<file path="config.mk">
export PLATFORM = sky130hd
export DESIGN_NAME = mem_arbiter
export DESIGN_NICKNAME = d
export VERILOG_FILES = /design/src/rtl/mem_arbiter_pkg.sv /design/src/rtl/mem_arbiter_starve_ctr.sv /design/src/rtl/mem_arbiter.sv
export SDC_FILE = /design/constraint.sdc
export NUM_CORES = 1
export LEC_CHECK = 0
export ABC_AREA = 1
export ABC_CLOCK_PERIOD_IN_PS = 3010
export BUFFER_PORTS_ARGS = -buffer_cell sky130_fd_sc_hd__buf_2
export CAP_MARGIN = 20
export CORE_AREA = 5 5 100 102
export DETAILED_ROUTE_END_ITERATION = 10
export DIE_AREA = 0 0 105 107
export SYNTH_ARGS = -nofsm -noshare
export SYNTH_HDL_FRONTEND = slang
export SYNTH_HIERARCHICAL = 1
export SYNTH_SLANG_ARGS = --single-unit
</file>
<file path="constraint.sdc">
create_clock -name clk -period 3.01 [get_ports clk]
set_input_delay 0.301 -clock clk [delete_from_list [all_inputs] [get_ports clk]]
set_output_delay 0.301 -clock clk [all_outputs]
set_load 0.03 [all_outputs]
</file>
<file path="src/rtl/mem_arbiter_pkg.sv">
// Shared definitions for the IF/MEM single-port memory arbiter:
// owner encodings, the default starvation limit and a grant-to-owner helper.
package mem_arbiter_pkg;

    localparam int STARVE_LIMIT_DEFAULT = 4;

    localparam logic [1:0] OWN_NONE  = 2'd0;
    localparam logic [1:0] OWN_FETCH = 2'd1;
    localparam logic [1:0] OWN_DRD   = 2'd2;
    localparam logic [1:0] OWN_DWR   = 2'd3;

    // Map this cycle's grant to the owner that returns a response next cycle.
    function automatic logic [1:0] owner_of(input logic i_gnt, input logic d_gnt, input logic d_we);
        if (d_gnt) begin
            return d_we ? OWN_DWR : OWN_DRD;
        end
        if (i_gnt) begin
            return OWN_FETCH;
        end
        return OWN_NONE;
    endfunction

endpackage

</file>
<file path="src/rtl/mem_arbiter_starve_ctr.sv">
// Saturating count of consecutive denied fetch cycles; at_limit lets fetch
// win the next conflict with the data port.
module arb_starve_ctr
    import mem_arbiter_pkg::*;
#(
    parameter int LIMIT = STARVE_LIMIT_DEFAULT
) (
    input  logic clk,
    input  logic srst,
    input  logic i_req,
    input  logic i_gnt,
    output logic at_limit
);

    localparam logic [3:0] LIMIT_V = 4'(LIMIT);

    logic [3:0] cnt_reg;
    logic [3:0] cnt_next;

    always_comb begin
        cnt_next = cnt_reg;
        if (!i_req || i_gnt) begin
            cnt_next = '0;
        end else if (cnt_reg != LIMIT_V) begin
            cnt_next = cnt_reg + 4'd1;
        end
    end

    always_ff @(posedge clk) begin
        if (srst) begin
            cnt_reg <= '0;
        end else begin
            cnt_reg <= cnt_next;
        end
    end

    assign at_limit = (cnt_reg == LIMIT_V);

endmodule

</file>
<file path="src/rtl/mem_arbiter.sv">
// Arbitrates the IF and MEM stage ports onto one synchronous RAM: data has
// priority, a starvation counter guarantees fetch progress, responses come one cycle later.
module mem_arbiter
    import mem_arbiter_pkg::*;
#(
    parameter int STARVE_LIMIT = STARVE_LIMIT_DEFAULT
) (
    input  logic        clk,
    input  logic        rst,
    input  logic        iReq,
    input  logic [31:0] iAddr,
    output logic        iGnt,
    output logic        iValid,
    output logic [31:0] iData,
    input  logic        dReq,
    input  logic        dWe,
    input  logic [31:0] dAddr,
    input  logic [31:0] dWData,
    output logic        dGnt,
    output logic        dValid,
    output logic [31:0] dRData,
    output logic        ramCe,
    output logic        ramWe,
    output logic [31:0] ramAddr,
    output logic [31:0] ramWData,
    input  logic [31:0] ramRData,
    output logic        stall
);

    logic       fetch_priority;
    logic [1:0] owner_reg;
    logic [1:0] owner_next;

    arb_starve_ctr #(
        .LIMIT(STARVE_LIMIT)
    ) u_starve_ctr (
        .clk     (clk),
        .srst    (rst),
        .i_req   (iReq),
        .i_gnt   (iGnt),
        .at_limit(fetch_priority)
    );

    assign dGnt  = dReq & ~(iReq & fetch_priority);
    assign iGnt  = iReq & ~dGnt;
    assign stall = iReq & ~iGnt;

    assign ramCe    = iGnt | dGnt;
    assign ramWe    = dGnt & dWe;
    assign ramAddr  = dGnt ? dAddr : (iGnt ? iAddr : 32'd0);
    assign ramWData = dGnt ? dWData : 32'd0;

    assign owner_next = owner_of(iGnt, dGnt, dWe);

    always_ff @(posedge clk) begin
        if (rst) begin
            owner_reg <= OWN_NONE;
        end else begin
            owner_reg <= owner_next;
        end
    end

    // Responses are suppressed while reset is held so an in-flight access is dropped.
    assign iValid = ~rst & (owner_reg == OWN_FETCH);
    assign dValid = ~rst & ((owner_reg == OWN_DRD) | (owner_reg == OWN_DWR));
    assign iData  = iValid ? ramRData : 32'd0;
    assign dRData = (~rst & (owner_reg == OWN_DRD)) ? ramRData : 32'd0;

endmodule

</file>
==> qor.yml <==
flow_run:
  cap_viol_max_count: 0
cts:
  clk_pin_slew_worst_paths_ns: 0.04
  cts_tree: "done"
  hold_buffers: 0
  clock_path_buffers: 2
  htree_levels: 1
  insertion_delay_ns: 0.22
  cts_resized: 0
  post_cts_buffers: 0
  clockRootBuffer: "clkbuf_8"
  clock-sinks: 6
  numCtsBuffers: 3
route:
  dr.pass1.iters: 6
  vias_per_cell: 3.901
  antenna_left: 0
  wirelength_mm: 7.825
  drcViolationCount: 0
  wl_per_cell_microns: 11.19
  num_vias: 2727
  drtIter0Drc: 130
timing:
  finalCritPeriodShare_pct: 87.43
  hold_violations: 0
  timing.setup.tns_ns: 0
  tightest_slew_ns: 1.005
  setup_violations: 0
  finalMaxSlewViolations: 0
  max_slew_margin_pct: 32.85
  fin_skew_ns: 0.002601
  layout_min_cycle_time_ns: 2.632
  fmax_mhz: 380.0
  rsz0062_at_grt: "false"
yosys:
  syn_nets: 470
  ys_top_cells_by_area: "nor2_1, inv_1, nand2_1"
  synth-seq-cells: 6
  yosysSeqAreaShare_pct: 7.824
  syn_avg_cell_area_sq_um: 4.583
  synth_area_sq_um: 1535
  synth_top_cell_area_share_pct: 25.92
  synth.distinct_cells: 20
  netlist_instances: 335
  synth_warnings: 6
  yosysTopAreaCell: "nor2_1"
placement:
  dp_hpwl_mm: 6.814
  postPlaceCellArea_sq_um: 2884
  portBuffers: 267
  place.gp.congestion: 0.7710
layout:
  antenna_cells: 0
  filler_cell_count: 1028
  drive_gt1_share_pct: 47.62
  postLayoutCellArea_sq_um: 2953
  final_cell_mix: "buf_2, nor2_1, inv_1"
  area_growth_syn_to_layout_pct: 92.34
  largest_reg_flops: 4
  nets: 725
  final_util_pct: 32.73
  layout_commonest_cell: "buf_2"
power_and_ir_drop:
  ir_drop_mv: 0.1294
  pwr_density_cell_nw_per_um2: 227.0
  p_leak_uw: 0.002263
grt:
  grt_start_max_net_pins: 37
  overflow: 0
  first_global_vias: 2649
  antenna_found_initial: 0
  grt_first_pass_wirelength_mm: 11.78
  globalRouteTotalUtil_pct: 12.06
critical_path:
  cp-end-kind: "output port"
  critPathRequiredTime_ns: 2.71
  path_class: "reg2out"
  critPathMaxFanout: 35
  arrival_ns: 2.33
  critPathLaunchType: "register"
floorplan:
  initial_core_util_pct: 17.02
  dieArea_sq_um: 11240
  coreArea_sq_um: 9021
  die_y_microns: 107
  num_rows: 35
  ioPinCount: 268
  fp.dieW_microns: 105
min_path:
  min_path_type: "in2reg"
status:
  status: "completed"
## synth_stat cells
master	number
nor2_1	106
nand2_1	77
buf_4	3
nor2_4	1
or2_2	1
nand3_1	35
nand2_4	1
dfxtp_1	6
nor3_4	1
nand4_1	1
a21oi_1	1
buf_6	6
ha_1	2
buf_2	9
buf_8	1
inv_1	79
inv_2	1
clkbuf_1	1
o21ai_0	1
nand2_2	2
## cell families (layout without fill, tap and decap cells)
logic type | count (synthesis) | count (layout) | share of synthesized area (%)
flops | 6 | 6 | 7.824
simple gates | 225 | 225 | 60.31
fa+ha+maj | 2 | 2 | 1.630
compound gates | 2 | 2 | 0.6514
buf+inv | 100 | 353 | 29.58
## final timing paths
path / start / endpoint / cells past startpoint / slack (ns)
max reg2reg: u_starve_ctr/cnt_reg[0] / u_starve_ctr/cnt_reg[0] / 9 / 1.30
min: rst / owner_reg[0] / 2 / 0.34
max: u_starve_ctr/cnt_reg[0] / ramCe / 9 / 0.38
min reg2reg: u_starve_ctr/cnt_reg[1] / u_starve_ctr/cnt_reg[1] / 2 / 0.54
## per-layer routing
metal | part of all wire [%] | global-route usage, % | wire length, microns
met2 | 55 | 24.82 | 4309
met4 | 0.10 | 0.8219 | 8
met5 | 0 | 0 | 0
met1 | 35 | 12.19 | 2744
met3 | 9.7 | 3.672 | 762
## worst max-delay path, stage by stage (launching register included)
cell and delay [ns]:
dfxtp_1 0.33, inv_1 0.10, ha_1 0.20, nand2_2 0.08, nor2_4 0.14, nand2_2 0.09, nand2_4 0.30, inv_2 0.33
or2_2 0.36, buf_2 0.18
## power by group
part           leakage (uW)  internal, uW  switching [uW]  total [uW]
Combinational       0.00219           157             312         469
Clock             0.0000216          85.7            31.6         117
Sequential        0.0000491          82.8            1.67        84.4
## metrics by stage
step | power (uW) | setup slack [ns] | instances | hold slack, ns
global placement | 549.1 | 0.6317 | 695 | 0.5214
floorplan | 380.2 | 1.128 | 335 | 0.3701
global route | 723.1 | 0.1860 | 699 | 0.3570
CTS | 675.2 | 0.3652 | 698 | 0.3441
detailed placement | 554.1 | 0.6087 | 695 | 0.5305
finish | 670.4 | 0.3785 | 699 | 0.3429
## area by class of cell
cell class                      instances  area (sq um)  share of cell area, %
Sequential cell                         6         120.1                  4.068
Inverter                               80         300.3                  10.17
Tap cell                              111         138.9                  4.703
Clock buffer                            3         41.29                  1.398
Multi-Input combinational cell        229         960.9                  32.54
Timing Repair Buffer                  270          1391                  47.12
No activity file was read; power rests on OpenSTA's default activity.
